### src/rtl/mem_io_access_ctrl.sv
// Data-side access sequencer: arbitrates the UART loader (fixed priority) and the CPU
// load/store stage onto data memory or memory-mapped IO, one access at a time.
`timescale 1ns/1ps
module mem_io_access_ctrl #(
  parameter int unsigned MEM_RD_LAT = 1,
  parameter logic [31:0] IO_BASE    = 32'hFFFFFC00,
  parameter int unsigned IO_BITS    = 10
) (
  input  logic        clk,
  input  logic        rst,
  input  logic        cpu_req,
  input  logic        cpu_we,
  input  logic [31:0] cpu_addr,
  input  logic [31:0] cpu_wdata,
  output logic [31:0] cpu_rdata,
  output logic        cpu_ack,
  input  logic        ldr_req,
  input  logic [31:0] ldr_addr,
  input  logic [31:0] ldr_wdata,
  output logic        ldr_ack,
  output logic [31:0] mem_addr,
  output logic [31:0] mem_wdata,
  output logic        mem_we,
  input  logic [31:0] mem_rdata,
  input  logic [15:0] io_rdata,
  output logic [15:0] io_wdata,
  output logic        led_ctrl,
  output logic        switch_ctrl,
  output logic        busy
);

  typedef enum logic [1:0] {
    IDLE   = 2'd0,
    ACCESS = 2'd1,
    DONE   = 2'd2
  } state_t;

  localparam logic       OWN_CPU  = 1'b0;
  localparam logic       OWN_LDR  = 1'b1;
  localparam logic [3:0] LAST_CNT = 4'(MEM_RD_LAT - 1);

  state_t      state_q, state_d;
  logic        owner_q, owner_d;
  logic        we_q, we_d;
  logic        is_io_q, is_io_d;
  logic [31:0] addr_q, addr_d;
  logic [31:0] wdata_q, wdata_d;
  logic [31:0] rdata_q, rdata_d;
  logic [3:0]  cnt_q, cnt_d;

  function automatic logic addr_is_io(input logic [31:0] a);
    return a[31:IO_BITS] == IO_BASE[31:IO_BITS];
  endfunction

  always_ff @(posedge clk) begin
    if (rst) begin
      state_q <= IDLE;
      owner_q <= OWN_CPU;
      we_q    <= 1'b0;
      is_io_q <= 1'b0;
      addr_q  <= '0;
      wdata_q <= '0;
      rdata_q <= '0;
      cnt_q   <= '0;
    end else begin
      state_q <= state_d;
      owner_q <= owner_d;
      we_q    <= we_d;
      is_io_q <= is_io_d;
      addr_q  <= addr_d;
      wdata_q <= wdata_d;
      rdata_q <= rdata_d;
      cnt_q   <= cnt_d;
    end
  end

  always_comb begin
    state_d = state_q;
    owner_d = owner_q;
    we_d    = we_q;
    is_io_d = is_io_q;
    addr_d  = addr_q;
    wdata_d = wdata_q;
    rdata_d = rdata_q;
    cnt_d   = cnt_q;

    case (state_q)
      IDLE: begin
        if (ldr_req) begin
          owner_d = OWN_LDR;
          we_d    = 1'b1;
          addr_d  = ldr_addr;
          wdata_d = ldr_wdata;
          is_io_d = addr_is_io(ldr_addr);
          cnt_d   = '0;
          state_d = ACCESS;
        end else if (cpu_req) begin
          owner_d = OWN_CPU;
          we_d    = cpu_we;
          addr_d  = cpu_addr;
          wdata_d = cpu_wdata;
          is_io_d = addr_is_io(cpu_addr);
          cnt_d   = '0;
          state_d = ACCESS;
        end
      end

      ACCESS: begin
        // Only memory reads linger here; every other access type finishes in one cycle.
        if (!we_q && !is_io_q) begin
          if (cnt_q == LAST_CNT) begin
            if (owner_q == OWN_CPU) begin
              rdata_d = mem_rdata;
            end
            state_d = DONE;
          end else begin
            cnt_d = cnt_q + 4'd1;
          end
        end else begin
          if (!we_q && owner_q == OWN_CPU) begin
            rdata_d = {16'h0000, io_rdata};
          end
          state_d = DONE;
        end
      end

      DONE: begin
        state_d = IDLE;
      end

      default: begin
        state_d = IDLE;
      end
    endcase
  end

  // Strobes decode from registered state so they drop to 0 the cycle after reset.
  assign mem_we      = (state_q == ACCESS) && we_q && !is_io_q;
  assign led_ctrl    = (state_q == ACCESS) && we_q && is_io_q && (owner_q == OWN_CPU);
  assign switch_ctrl = (state_q == ACCESS) && !we_q && is_io_q;

  assign cpu_ack = (state_q == DONE) && (owner_q == OWN_CPU);
  assign ldr_ack = (state_q == DONE) && (owner_q == OWN_LDR);
  assign busy    = (state_q != IDLE);

  assign mem_addr  = addr_q;
  assign mem_wdata = wdata_q;
  assign io_wdata  = wdata_q[15:0];
  assign cpu_rdata = rdata_q;

endmodule

### config.mk
export PLATFORM = sky130hd
export DESIGN_NAME = mem_io_access_ctrl
export DESIGN_NICKNAME = d
export VERILOG_FILES = /design/src/rtl/mem_io_access_ctrl.sv
export SDC_FILE = /design/constraint.sdc
export NUM_CORES = 1
export LEC_CHECK = 0
export BUFFER_PORTS_ARGS = -buffer_cell sky130_fd_sc_hd__buf_2
export CAP_MARGIN = 20
export CORE_AREA = 2 2 117 119
export DETAILED_ROUTE_END_ITERATION = 8
export DIE_AREA = 0 0 119 121
export HOLD_SLACK_MARGIN = 0.02
export PLACE_DENSITY = 0.71
export SLEW_MARGIN = 30
export SYNTH_ARGS = -nofsm -noshare
export SYNTH_HDL_FRONTEND = slang
export SYNTH_SLANG_ARGS = --single-unit
### constraint.sdc
create_clock -name clk -period 4.31 [get_ports clk]
set_input_delay 0.862 -clock clk [delete_from_list [all_inputs] [get_ports clk]]
set_output_delay 0.862 -clock clk [all_outputs]
set_load 0.005 [all_outputs]
## Yosys cells after proc, flatten, opt, wreduce, memory -nomap -nowiden

Index checks and enable logic that the tools add are counted.

- Input bits: 181
- Bits in registers: 105
- Logic and storage cells: 66
- Output and inout port bits: 118

- Equal/unequal tests: 10
- $add $sub $neg: 1
- Reductions and logical operators: 22
- Muxes and demuxes: 24
- Bitwise operators: 1

Operators by type and width:

| operator | count |
|---|---|
| $mux 32 | 8 |
| $eq 22x22->1 const B | 2 |
| $mux 4 | 4 |
| $logic_and 1x1->1 | 10 |
| $mux 2 | 4 |
| $pmux 4 s2 | 1 |
| $reduce_and 4->1 | 2 |
| $reduce_bool 2->1 | 4 |
| $mux 1 | 6 |
| $ne 2x2->1 const B | 3 |
| $ne 3x3->1 const B | 2 |
| $add 4x1->4 const B | 1 |
| $logic_not 4->1 | 1 |
| $pmux 2 s2 | 1 |
| $reduce_and 2->1 | 2 |
| $eq 2x1->1 const B | 1 |
| $eq 2x2->1 const B | 1 |
| $logic_not 1->1 | 2 |
| $logic_not 2->1 | 1 |
| $ne 2x1->1 const B | 1 |
| $not 1->1 | 1 |

## Longest topological paths before layout

Gate-level depths: netlist of run 1.

- Depth in word-level cells: 4
- Depth in mapped cells: 8
- Gate-level depth less buffers: 6

## Worst setup path before layout of run 1

Ideal clock, no wire load.

- Path kind: register to output
- Start: reg we_q
- End: out led_ctrl
- Data arrival time: 1.341 ns
- Stages on the path, launching flop included: 5
- Data required time: 3.448 ns
- Path slack: 2.107 ns
- Path buffers: 2
- Cells stage by stage: dfxtp_1 > clkbuf_1 > clkbuf_1 > nand3b_1 > nor3b_1

- Word-level cells in the longest chain between the ends: 3

RTL lines:

| element | RTL line | text |
|---|---|---|
| from (decl) | 44 | `logic we_q, we_d;` |
| from (signal assigned) | 68 | `we_q <= we_d;` |
| $logic_and 1x1->1 (3 in a row) | 139 | `assign led_ctrl = (state_q == ACCESS) && we_q && is_io_q && (owner_q == OWN_CPU);` |
| to (decl) | 27 | `output logic led_ctrl,` |

Every way passes these cells.

## Worst setup path in the final report of run 1

Same ends and word-level chain as after synthesis.

==> summary.md, run 1 <==
The run finished with clean final reports. Buffers placed on the I/O ports in this run total 298. The die is 121 um tall. The worst register-to-register path has a setup slack of 1860 ps.

The final hold violation count was 0; the number of antenna-violating nets in the routed design was 0. After clock tree synthesis, the clock-pin slew on the worst setup and hold paths is 70 ps. Part of the power in combinational logic: 20.2%.

The global-route wire length before repair was 21800 um. The worst clock skew on the final layout is 7.64 ps, and the number of diodes added for antenna fixing is 0. For this design, the slowest cell found on the critical path is sky130_fd_sc_hd__dfxtp_1. The largest voltage drop on the vdd net came out at 0.162 mV. Total buffers and inverters traversed by the critical path: 1.

The tool flagged a number of max-cap violations equal to 0. Overall power consumption after layout is estimated at 2.50 mW. The initialized floorplan defines 42 standard-cell rows. The post-detailed-route via-to-cell ratio was 4.90; the weighted congestion at the end of routability-driven global placement was 0.783.

In this run, synthesis produced a sequential element count of 105. The proportion of layout cells with a drive suffix above 1 is 41.0%, and the internal power component is 1.82 mW. The logs give 0.381 GHz for the peak clock frequency supported by timing and 34.7% for the clock network fraction of design power. Walking the worst path, the cells encountered are nand3b_1 > nor3b_1 > buf_2. Of the total power, the share spent switching nets is 27.4%.

The total routing usage reported by global routing was 18.9%. The remaining max-slew budget at the tightest pin was 40.0%; the number of setup buffers added after CTS was 0. The final wirelength is 13900 um, and the count of distinct cell types in the synthesized netlist is 36. The data required time of the critical path is 3450 ps.

For the max-slew violation total from the final report, the log shows 0. Clock latency on the worst-skew pair, taken at its later pin, is 350 ps. For this run, design rule violations remaining after detail routing come to 0. Setup repair after global routing left no endpoint under its margin.

Across all hold checks on the routed design, the worst slack comes to 446 ps. For the pin with the worst max-slew slack, the measured transition is 899 ps. Timing analysis after detailed placement gives a worst setup slack of 1370 ps. The largest driver fanout on the critical path was 23; the final critical delay including setup and external delays was 2630 ps. Once layout is complete, the cells apart from fillers number 976.

For the effective utilization at floorplan, the log shows 37.0%. Entering global routing, the biggest net connects 86 pins. Counting the buffers created by CTS gives 9. Number of placed instances, taps included: 961.

For this run, the leading register cell type out of synthesis is sky130_fd_sc_hd__dfxtp_1. The start-to-end type of the worst setup path is reg2out. The synthesis-to-finish area growth came out at 36.0%.

The number of nets in the synthesized netlist is 729. In this run the power spent charging and discharging nets is 0.683 mW. The family with the most delay on the worst path was flip-flops. In the final timing run, aggregate negative setup slack is 0 ps. The tools report the type of element launching the critical path as a flop. The proportion of synthesized chip area in sequential cells was 43.4%; the detailed-route via count was 4780.

The run gives 3.19 nW as the leakage power. Wire length per cell: 14.3 um. After synthesis, the mean cell area works out to 8.86 um^2. Power spread over the standard cell area amounts to 380 nW/um^2. During I/O placement, the number of pins put on the boundary was 299.

The finished cells cover 6580 um^2. Setup violations remaining at the end of the flow were counted as 0. Sequential cells account for 45.1% of the total power.

The most area-hungry cell type in the Yosys netlist was sky130_fd_sc_hd__dfxtp_1. The buffer type at the clock tree root is sky130_fd_sc_hd__clkbuf_16. After layout, the worst setup slack is 1680 ps. The tools report the count of hold buffers inserted by post-cts repair as 0. The path class of the tightest hold or removal check is reg2reg. The top cell type's share of synthesized area is 43.4%, and the fraction of the core area covered by cells at the end of the flow is 50.3%. The detailed placement HPWL is 10300 um, and the number of buffers on the longest clock path is 2. Ranked by instance count, the synthesized netlist is headed by sky130_fd_sc_hd__dfxtp_1 (105), sky130_fd_sc_hd__nor2_1 (89), sky130_fd_sc_hd__mux2i_1 (58). The horizontal die dimension came out at 119 um. By area the synthesized netlist is led by sky130_fd_sc_hd__dfxtp_1 (43%), sky130_fd_sc_hd__mux2i_1 (12%), sky130_fd_sc_hd__a211oi_1 (8.8%).

The logs give 3 for the maximum level of the CTS H-tree and 13100 um^2 for the area of the core. The tools report the number of antenna violations at the first check in global routing as 0. Yosys instantiated no cell more often than sky130_fd_sc_hd__dfxtp_1.

The tools report the DRC violation total after the first TritonRoute iteration as 292. Of the available clock period, the critical path in the final layout requires 60.9%. The logs give 0 for the yosys synthesis warning count and 0 for the number of gates resized after CTS. The number of flops mapped to enable cells by yosys works out to 0. The total number of clock tree sinks is 105. After detailed placement, the total cell area comes to 6270 um^2. The via count of the first global-routing pass was 4447. The cell area after synthesis was 4840 um^2.

The filler cells instantiated in the layout total 1263. At the worst endpoint, the arrival time is 1760 ps. The longest individual stage delay on the worst path was 910 ps. The count of nets after finishing was 979. TritonCTS built the clock tree. The first detailed-routing pass ran for 4 iterations.

For this run, asynchronously set or reset flops after synthesis account for 0%. Synthesis produced a netlist whose cell count is 546. The die covers 14400 um^2. The total overflow left after global routing is 0. STA classifies the critical path endpoint as a primary output.
[tightest hold or removal path: stages, from the launching register on]
cell	delay [ps]
sky130_fd_sc_hd__dfxtp_1	310
sky130_fd_sc_hd__nand2_1	50
sky130_fd_sc_hd__a21oi_1	50
[power groups by stage]
stage          sequential, mW  clock [mW]  combinational (mW)
2_1_floorplan            1.15           0               0.287
3_3_place_gp             1.15           0               0.505
3_5_place_dp             1.15           0               0.513
4_1_cts                  1.13       0.894               0.513
5_1_grt                  1.14       0.933               0.565
6_report                 1.13       0.867               0.505
[sequential cells by signal, indices dropped and copies added (netlist names)]
register and flops:
cnt_q 4, state_q 2, we_q 1, mem_addr 32
mem_wdata 32, is_io_q 1, cpu_rdata 32, owner_q 1
[final cells by class]
| cell class | count | area (um^2) | share of cell area [%] |
|---|---|---|---|
| Clock inverter | 5 | 81.3 | 1.24 |
| Sequential cell | 105 | 2100 | 31.9 |
| Clock buffer | 10 | 229 | 3.48 |
| Timing Repair Buffer | 304 | 1540 | 23.4 |
| Inverter | 3 | 11.3 | 0.171 |
| Tap cell | 176 | 220 | 3.35 |
| Multi-Input combinational cell | 373 | 2400 | 36.4 |
[per-layer routing]
| metal | vias up | global-route usage [%] | share of wire [%] | routed length [um] |
|---|---|---|---|---|
| met3 | 21 | 4.51 | 8.2 | 1150 |
| met1 | 2102 | 22.9 | 42 | 5870 |
| met5 | - | 0 | 0 | 0 |
| met4 | 0 | 8.18 | 2.2 | 308 |
| met2 | 220 | 32.0 | 47 | 6600 |
| li1 | 2437 | - | - | - |
[cells by family after synthesis]
group,after synthesis,share of synthesized area (%)
fa+ha+maj,2,0.517
simple gates,184,17.7
flops,105,43.4
compound gates,126,18.5
buf+inv,68,7.21
mux,59,12.2
xor+xnor,2,0.362
[cell usage in the layout, fill, tap and decap left out, drive strengths merged, types with 2 or more instances in the layout]
| cell type | count |
|---|---|
| or2 | 4 |
| nor3 | 8 |
| bufinv | 2 |
| clkbuf | 10 |
| buf | 304 |
| a21oi | 19 |
| nand2b | 5 |
| nand4 | 3 |
| a211oi | 57 |
| inv | 3 |
| a311oi | 20 |
| nor3b | 4 |
| nand3 | 9 |
| dfxtp | 105 |
| nor2 | 90 |
| xor2 | 2 |
| o21ai | 24 |
| nand2 | 40 |
| clkinv | 2 |
| ha | 2 |
| mux2i | 58 |
| nand3b | 17 |
[path summary, 6_finish.rpt]
path	start	end	depth (start not counted)
min reg2reg	cpu_rdata[19]$_SDFFE_PP0P_	cpu_rdata[19]$_SDFFE_PP0P_	2
min	cpu_rdata[19]$_SDFFE_PP0P_	cpu_rdata[19]$_SDFFE_PP0P_	2
max	we_q$_SDFFE_PP0P_	led_ctrl	3
max reg2reg	we_q$_SDFFE_PP0P_	cpu_rdata[17]$_SDFFE_PP0P_	5
Power figures use the tool's default switching activity.
==> inputs of run 2 (changes only) <==
CORE_AREA = 2 2 115 117   (was 2 2 117 119)
DIE_AREA = 0 0 117 119   (was 0 0 119 121)
PLACE_DENSITY = 0.75   (was 0.71)
clock period = 2.3 ns   (was 4.31 ns; I/O delays follow)
==> run 2 against run 1 <==
Clock power is 71% higher. Critical path depth stayed put. Sequential share of layout area is 0.42 points lower. Sequential power is 86% higher. Hold slack worse by 78 ps. Global-route usage is 0.39 points lower. Register-to-register slack worse by 1400 ps. Design area is 1.3% higher. Non-clock buffer count is 7 higher. Critical path type unchanged. Critical endpoint is now switch_ctrl.
==> summary.md, run 2 (synthesized netlist as in run 1, its figures left out) <==
Counting cells, the worst reg-to-reg path comes to 5. The critical path goes through buf_4 > nor3b_1 > buf_2. The final hold violation count was 0. At the worst endpoint, the required time is 1840 ps. Max-slew violation total from the final report: 0. Using the TritonRoute via totals, the vias-per-cell ratio works out to 4.88. The cell with the biggest individual delay on the critical path was sky130_fd_sc_hd__dfxtp_1.

For this run, design rule violations remaining after detail routing come to 0. The first global-routing pass estimated 20400 um of wire. The tools report the worst setup slack before clock tree synthesis as 434 ps. The detailed-route via count was 4793; the post-route non-filler standard cell count was 983. The logs give 0 for the count of hold buffers inserted by post-cts repair and 4.57 mW for the overall power consumption.

The routed design has 13600 um of wire. For this run, the top clock speed supported by timing is 0.500 GHz. The worst pin sits at a relative slew slack of 64.1%. The first-pass iteration count of the detailed router is 4. Across all register-to-register paths, the minimum setup slack is 430 ps. The run gives 350 ps as the clock network latency to the later pin of the worst-skew pair.

The horizontal die dimension is 117 um. The hold path startpoint was mem_rdata[9]. Gates resized during post-CTS repair numbered 0.

In the final layout, the share of cells above drive strength 1 is 41.5%. The total buffers and inverters traversed by the critical path is 2, and the total routing usage reported by global routing is 18.5%. For the setup total negative slack, the log shows 0 ps.

The tightest min-delay check is of the in2reg type. The number of input and output port buffers inserted works out to 298. The number of antenna-violating nets in the routed design is 0. STA classifies the critical path startpoint as a flop.

In the layout the commonest cells are sky130_fd_sc_hd__buf_2 (296), sky130_fd_sc_hd__dfxtp_1 (105), sky130_fd_sc_hd__nor2_1 (89), sky130_fd_sc_hd__mux2i_1 (58), sky130_fd_sc_hd__a211oi_1 (57). The floorplan step defined a die boundary enclosing 13900 um^2. The critical path data arrival time was 1540 ps; the final critical delay including setup and external delays was 2000 ps.

The clock arrives with 6.83 ps of skew. TritonCTS built the clock tree. After floorplanning, the core was divided into 42 placement rows. The worst register-to-register path ends at cpu_rdata[16]$_SDFFE_PP0P_. The clock net in this run drives a total of 105 sinks. Dividing the detail-routed wire length by the instance count gives 13.9 um. The clock passes through at most 2 buffers. The repair_antennas step left the layout with diodes totalling 0. The logs give 0 for the number of failing setup endpoints in the final timing report and 300 ps for the worst setup margin. Fill cells in the final layout number 1222. For this configuration, the core starts out at a cell density of 37.6%. The worst hold path passes through 3 cells. The die is 119 um tall.

The run gives 4285 as the via count of the first global-routing pass. The run finished with clean final reports. The run gives 0 as the number of max-capacitance violations reported. After floorplanning, the core was sized to cover 12900 um^2. For the number of placed instances, taps included, the log shows 968.

The number of clock buffers added by TritonCTS is 9. The buffer type at the clock tree root is sky130_fd_sc_hd__clkbuf_16. The library cell used most frequently in the layout, excluding fill and tap cells, is sky130_fd_sc_hd__buf_2. On the final layout, the worst hold slack is 368 ps. Dividing the final minimum period by the clock period gives 86.9%. VDD sags by at most 0.308 mV.

In this run the static leakage power is 3.24 nW. After the first detailed-routing iteration, the DRC count stood at 210. The count of nets after finishing was 986; the number of setup buffers added after CTS was 0. The detailed placement HPWL is 10400 um, and the longest individual stage delay on the worst path is 480 ps. Routability-driven placement finished with a final weighted congestion of 0.809. Setup repair after global routing left no endpoint under its margin. The tools report the worst reg2reg path startpoint as cnt_q[2]$_SDFFE_PP0P_. The number of antenna violations at the first check in global routing is 0. The start-to-end type of the worst setup path was reg2out. The synthesis-to-finish area growth came out at 37.8%. Type of destination of the critical path: a primary output. Clock-pin slew of the registers on the worst-case setup and hold paths: 70 ps.

The family with the most delay on the worst path is buffers and inverters. Power spread over the standard cell area amounts to 685 nW/um^2. For hold timing, the worst endpoint is cpu_rdata[9]$_SDFFE_PP0P_. The largest driver fanout on the critical path came out at 35. The run gives 299 as the number of top-level pins. Entering global routing, the biggest net connects 65 pins. Maximum level of the CTS H-tree: 3. At the pin with the least slew margin, the transition time is 539 ps.

For the total congestion overflow after global routing, the log shows 0.
==> run 2: changes by cell type in the layout (fill, tap and decap cells not counted) <==
| cell | change |
|---|---|
| sky130_fd_sc_hd__buf_12 | +5 |
| sky130_fd_sc_hd__buf_4 | +2 |
| sky130_fd_sc_hd__bufinv_16 | -2 |
| sky130_fd_sc_hd__clkbuf_8 | +3 |
| sky130_fd_sc_hd__clkinv_4 | -1 |
==> run 2: how the worst max path moves through the flow <==
stage | from | endpoint | slack, ps | cells past startpoint
floorplan | we_q$_SDFFE_PP0P_ | led_ctrl | 500 | 4
global placement | cnt_q[0]$_SDFFE_PP0P_ | cpu_rdata[16]$_SDFFE_PP0P_ | 500 | 6
detailed placement | cnt_q[2]$_SDFFE_PP0P_ | cpu_rdata[16]$_SDFFE_PP0P_ | 430 | 5
CTS | is_io_q$_SDFFE_PP0P_ | switch_ctrl | 300 | 3
global route | is_io_q$_SDFFE_PP0P_ | led_ctrl | 170 | 3
finish | is_io_q$_SDFFE_PP0P_ | switch_ctrl | 300 | 3
==> run 2: metrics by stage <==
step	area, um^2	utilization (%)
after detailed placement	6390	49.6
after global placement	6390	49.6
after global routing	6670	51.8
after floorplan	4840	-
final	6670	51.8
after CTS	6670	51.8
==> run 2: cell type report <==
class	instances	area (um^2)	area share, %
clock buffers	13	270	4.05
clock inverters	2	12.5	0.188
inverters	3	11.3	0.169
multi-input cells	373	2400	35.9
flip-flops and latches	105	2100	31.5
well taps	176	220	3.30
repair buffers	311	1660	24.8
==> run 2: worst register-to-register path, cell delays in order (launching register included) <==
cell and delay, ps:
sky130_fd_sc_hd__dfxtp_1 330, sky130_fd_sc_hd__nor2_1 330, sky130_fd_sc_hd__a21boi_4 120, sky130_fd_sc_hd__or4_1 700, sky130_fd_sc_hd__nand2_1 170, sky130_fd_sc_hd__a21oi_1 80
==> run 2: report_power, final <==
group	internal, mW	switching (mW)
sequential	2.00	0.103
combinational	0.481	0.507
clock	0.816	0.663
==> run 2: per-layer routing <==
layer	vias up	part of all wire (%)	GRT usage, %
met3	17	7.6	4.68
met2	203	48	32.6
met4	0	1.6	6.25
li1	2458	-	-
met1	2115	43	21.6
met5	-	0	0
==> inputs of run 3 (changes only) <==
PLACE_DENSITY = 0.74   (was 0.75)
==> run 3 against run 2 <==
Core utilization up 0.078 points. Largest cell class unchanged. Design area rose by 0.15%. Final cell count is 0.10% lower. First-iteration DRC count down 6.2%. Flip-flop and latch count did not move. Critical path type unchanged. Non-clock buffer count shrank 2. Sequential power barely moved. Register-to-register slack is essentially flat.
==> summary.md, run 3 (synthesized netlist as in run 1, its figures left out) <==
The slowest stage of the critical path belongs to the cell sky130_fd_sc_hd__dfxtp_1. The effective utilization at floorplan is 37.6%, and the final critical delay including setup and external delays is 2120 ps. Across the run, the number of max-cap violations was 0. Between clock sinks in the finished design, the worst skew comes to 6.81 ps. The tools report the type of element launching the critical path as a flop. The post-route netlist has 41.3% of its cells at a drive strength greater than 1. The power per cell area works out to 687 nW/um^2. Buffer type at the clock tree root: sky130_fd_sc_hd__clkbuf_16. Setup violations remaining at the end of the flow were counted as 0.

TritonCTS built the clock tree. Fill cells in the final layout number 1231. The final hold violation count was 0; the via count of the first global-routing pass was 4355. The endpoint identified for the worst register-to-register timing path is cpu_rdata[22]$_SDFFE_PP0P_. The logs give 13300 um for the final wirelength and 4 for the first-pass iteration count of the detailed router. The slack of the worst reg-to-reg path is 440 ps, and the global-route wire length before repair is 20600 um. VDD sags by at most 0.300 mV. The net count of the finished layout is 984. In this run the remaining antenna-violating nets after routing total 0.

In this run the count of I/O pins placed on the die edge is 299. The floorplan step defined a die boundary enclosing 13900 um^2. The worst pin sits at a relative slew slack of 63.1%.

The worst reg-to-reg path cell count was 6; the area of the core was 12900 um^2. The horizontal die dimension was 117 um. The peak clock frequency supported by timing was 0.471 GHz; the number of placed instances, taps included was 966. Summed over all failing endpoints, the final setup total negative slack is 0 ps. For the count of hold buffers inserted by post-cts repair, the log shows 0. Grouping stages by cell kind, the critical path spends the most delay in flip-flops. Walking the worst path, the cells encountered are buf_4 > nand3b_1 > nor3b_1 > buf_2. For this run, the number of standard cells in the final layout without fillers is 982. Dividing the detail-routed via count by the number of cells gives 4.82. The run gives 0 as the number of antenna violations at the first check in global routing. Commonest non-fill, non-tap cell in the layout: sky130_fd_sc_hd__buf_2. Setup repair after global routing left no endpoint under its margin. The clock net in this run drives a total of 105 sinks.

The type of the tightest min-delay check is in2reg. For this run the aggregate overflow at the end of global routing stands at 0. Max-slew violation total from the final report: 0. The longest individual stage delay on the worst path is 550 ps, and the standard-cell row count is 42. Post-CTS repair changed the size of 0 cells. The number of setup buffers added after CTS is 0.

After detailed routing, the average wire length per cell comes to 13.6 um. Post-route clock period utilization: 92.2%. Critical path data arrival time: 1660 ps. In this run the worst setup path begins at we_q$_SDFFE_PP0P_.

The startpoint identified for the worst register-to-register timing path is cnt_q[0]$_SDFFE_PP0P_. For the detailed placement HPWL, the log shows 10100 um. Counting both buffers and inverters, the worst setup path holds a total of 2. The flow ran to the end, and the final reports show no timing, DRC or antenna violations. Measured along the y axis, the die boundary spans 119 um.

Summed over all cells, the static leakage comes to 3.24 nW. Global routing used 18.5% of the available tracks across all layers. The first routing iteration left 197 violations. The number of buffers inserted during clock tree synthesis was 9; the pin slew with the least headroom to its limit was 547 ps.

The library cells used most frequently in the layout, excluding fill and tap cells, are sky130_fd_sc_hd__buf_2 (296), sky130_fd_sc_hd__dfxtp_1 (105), sky130_fd_sc_hd__nor2_1 (89), sky130_fd_sc_hd__mux2i_1 (58), sky130_fd_sc_hd__a211oi_1 (57). For the area of combinational cells with multiple inputs, the log shows 2400 um^2. The critical path endpoint is led_ctrl. STA classifies the critical path endpoint as a primary output. For the maximum level of the CTS H-tree, the log shows 3.

Summing all flip-flop and latch instances after layout gives 2100 um^2. The largest driver fanout on the critical path was 18; the detailed-route via count was 4730. The critical path crosses 4 cells after its start point. 0 antenna diodes ended up in the layout. Port buffering added 298 buffers. In this run the deepest clock path goes through 2 buffers. Measured on the finished design, the core utilization comes to 51.9%.

Start-to-end type of the worst setup path: reg2out. Synthesis-to-finish area growth: 38.0%. The run gives 1840 ps as the data required time of the critical path. Entering global routing, the biggest net connects 53 pins.

Clock-pin slew of the registers on the worst-case setup and hold paths: 70 ps. The weighted congestion at the end of routability-driven global placement was 0.780; the remaining design rule violation count was 0. The later pin in the worst-skew pair is clocked with a latency of 340 ps.
[run 3: cell count changes in the layout (fill, tap and decap cells not counted), sizes merged]
| cell | before | now |
|---|---|---|
| buf | 311 | 309 |
| clkbuf | 13 | 15 |
| clkinv | 1 | 0 |
[run 3: metrics by stage]
| step | hold WS (ps) | cell area (um^2) | worst slack (ps) | total power [mW] |
|---|---|---|---|---|
| after global placement | 436 | 6380 | 500 | 3.13 |
| after detailed placement | 442 | 6380 | 444 | 3.15 |
| after global routing | 373 | 6680 | 25.3 | 4.86 |
| after CTS | 363 | 6680 | 175 | 4.66 |
| final | 376 | 6680 | 179 | 4.59 |
| after floorplan | 448 | 4840 | 499 | 2.69 |
[run 3: report_power, final]
part / total (mW) / switching [mW] / leakage, nW / internal, mW
Combinational: 0.992 / 0.506 / 2.23 / 0.486
Sequential: 2.10 / 0.103 / 0.867 / 2.00
Clock: 1.50 / 0.642 / 0.142 / 0.854
Total: 4.59 / 1.25 / 3.24 / 3.34
[run 3: worst min path at each step]
stage	startpoint	endpoint	slack, ps	cells past startpoint
global route	mem_rdata[4]	cpu_rdata[4]$_SDFFE_PP0P_	370	3
CTS	mem_rdata[8]	cpu_rdata[8]$_SDFFE_PP0P_	360	3
detailed placement	cpu_rdata[26]$_SDFFE_PP0P_	cpu_rdata[26]$_SDFFE_PP0P_	440	2
global placement	cpu_rdata[26]$_SDFFE_PP0P_	cpu_rdata[26]$_SDFFE_PP0P_	440	2
floorplan	cpu_rdata[16]$_SDFFE_PP0P_	cpu_rdata[16]$_SDFFE_PP0P_	450	2
finish	mem_rdata[8]	cpu_rdata[8]$_SDFFE_PP0P_	380	3
[run 3: worst min-delay path, stage by stage]
cell	delay, ps
sky130_fd_sc_hd__buf_2	90
sky130_fd_sc_hd__nand2_1	40
sky130_fd_sc_hd__a311oi_1	70
[run 3: routing by layer]
layer  wire length [um]  vias to the layer above  share of wire [%]  track usage, %
met3               1050                       15                7.8            4.94
met2               6430                      173                 48            32.3
met5                  0                        -                  0               0
met1               5640                     2091                 42            21.7
li1                   -                     2451                  -               -
met4                214                        0                1.6            6.10
[run 3: cell type report]
type	count	area share, %
Multi-Input combinational cell	373	35.9
Sequential cell	105	31.5
Timing Repair Buffer	309	24.8
Clock buffer	15	4.31
Tap cell	176	3.30
Inverter	3	0.169
Clock inverter	1	0.112
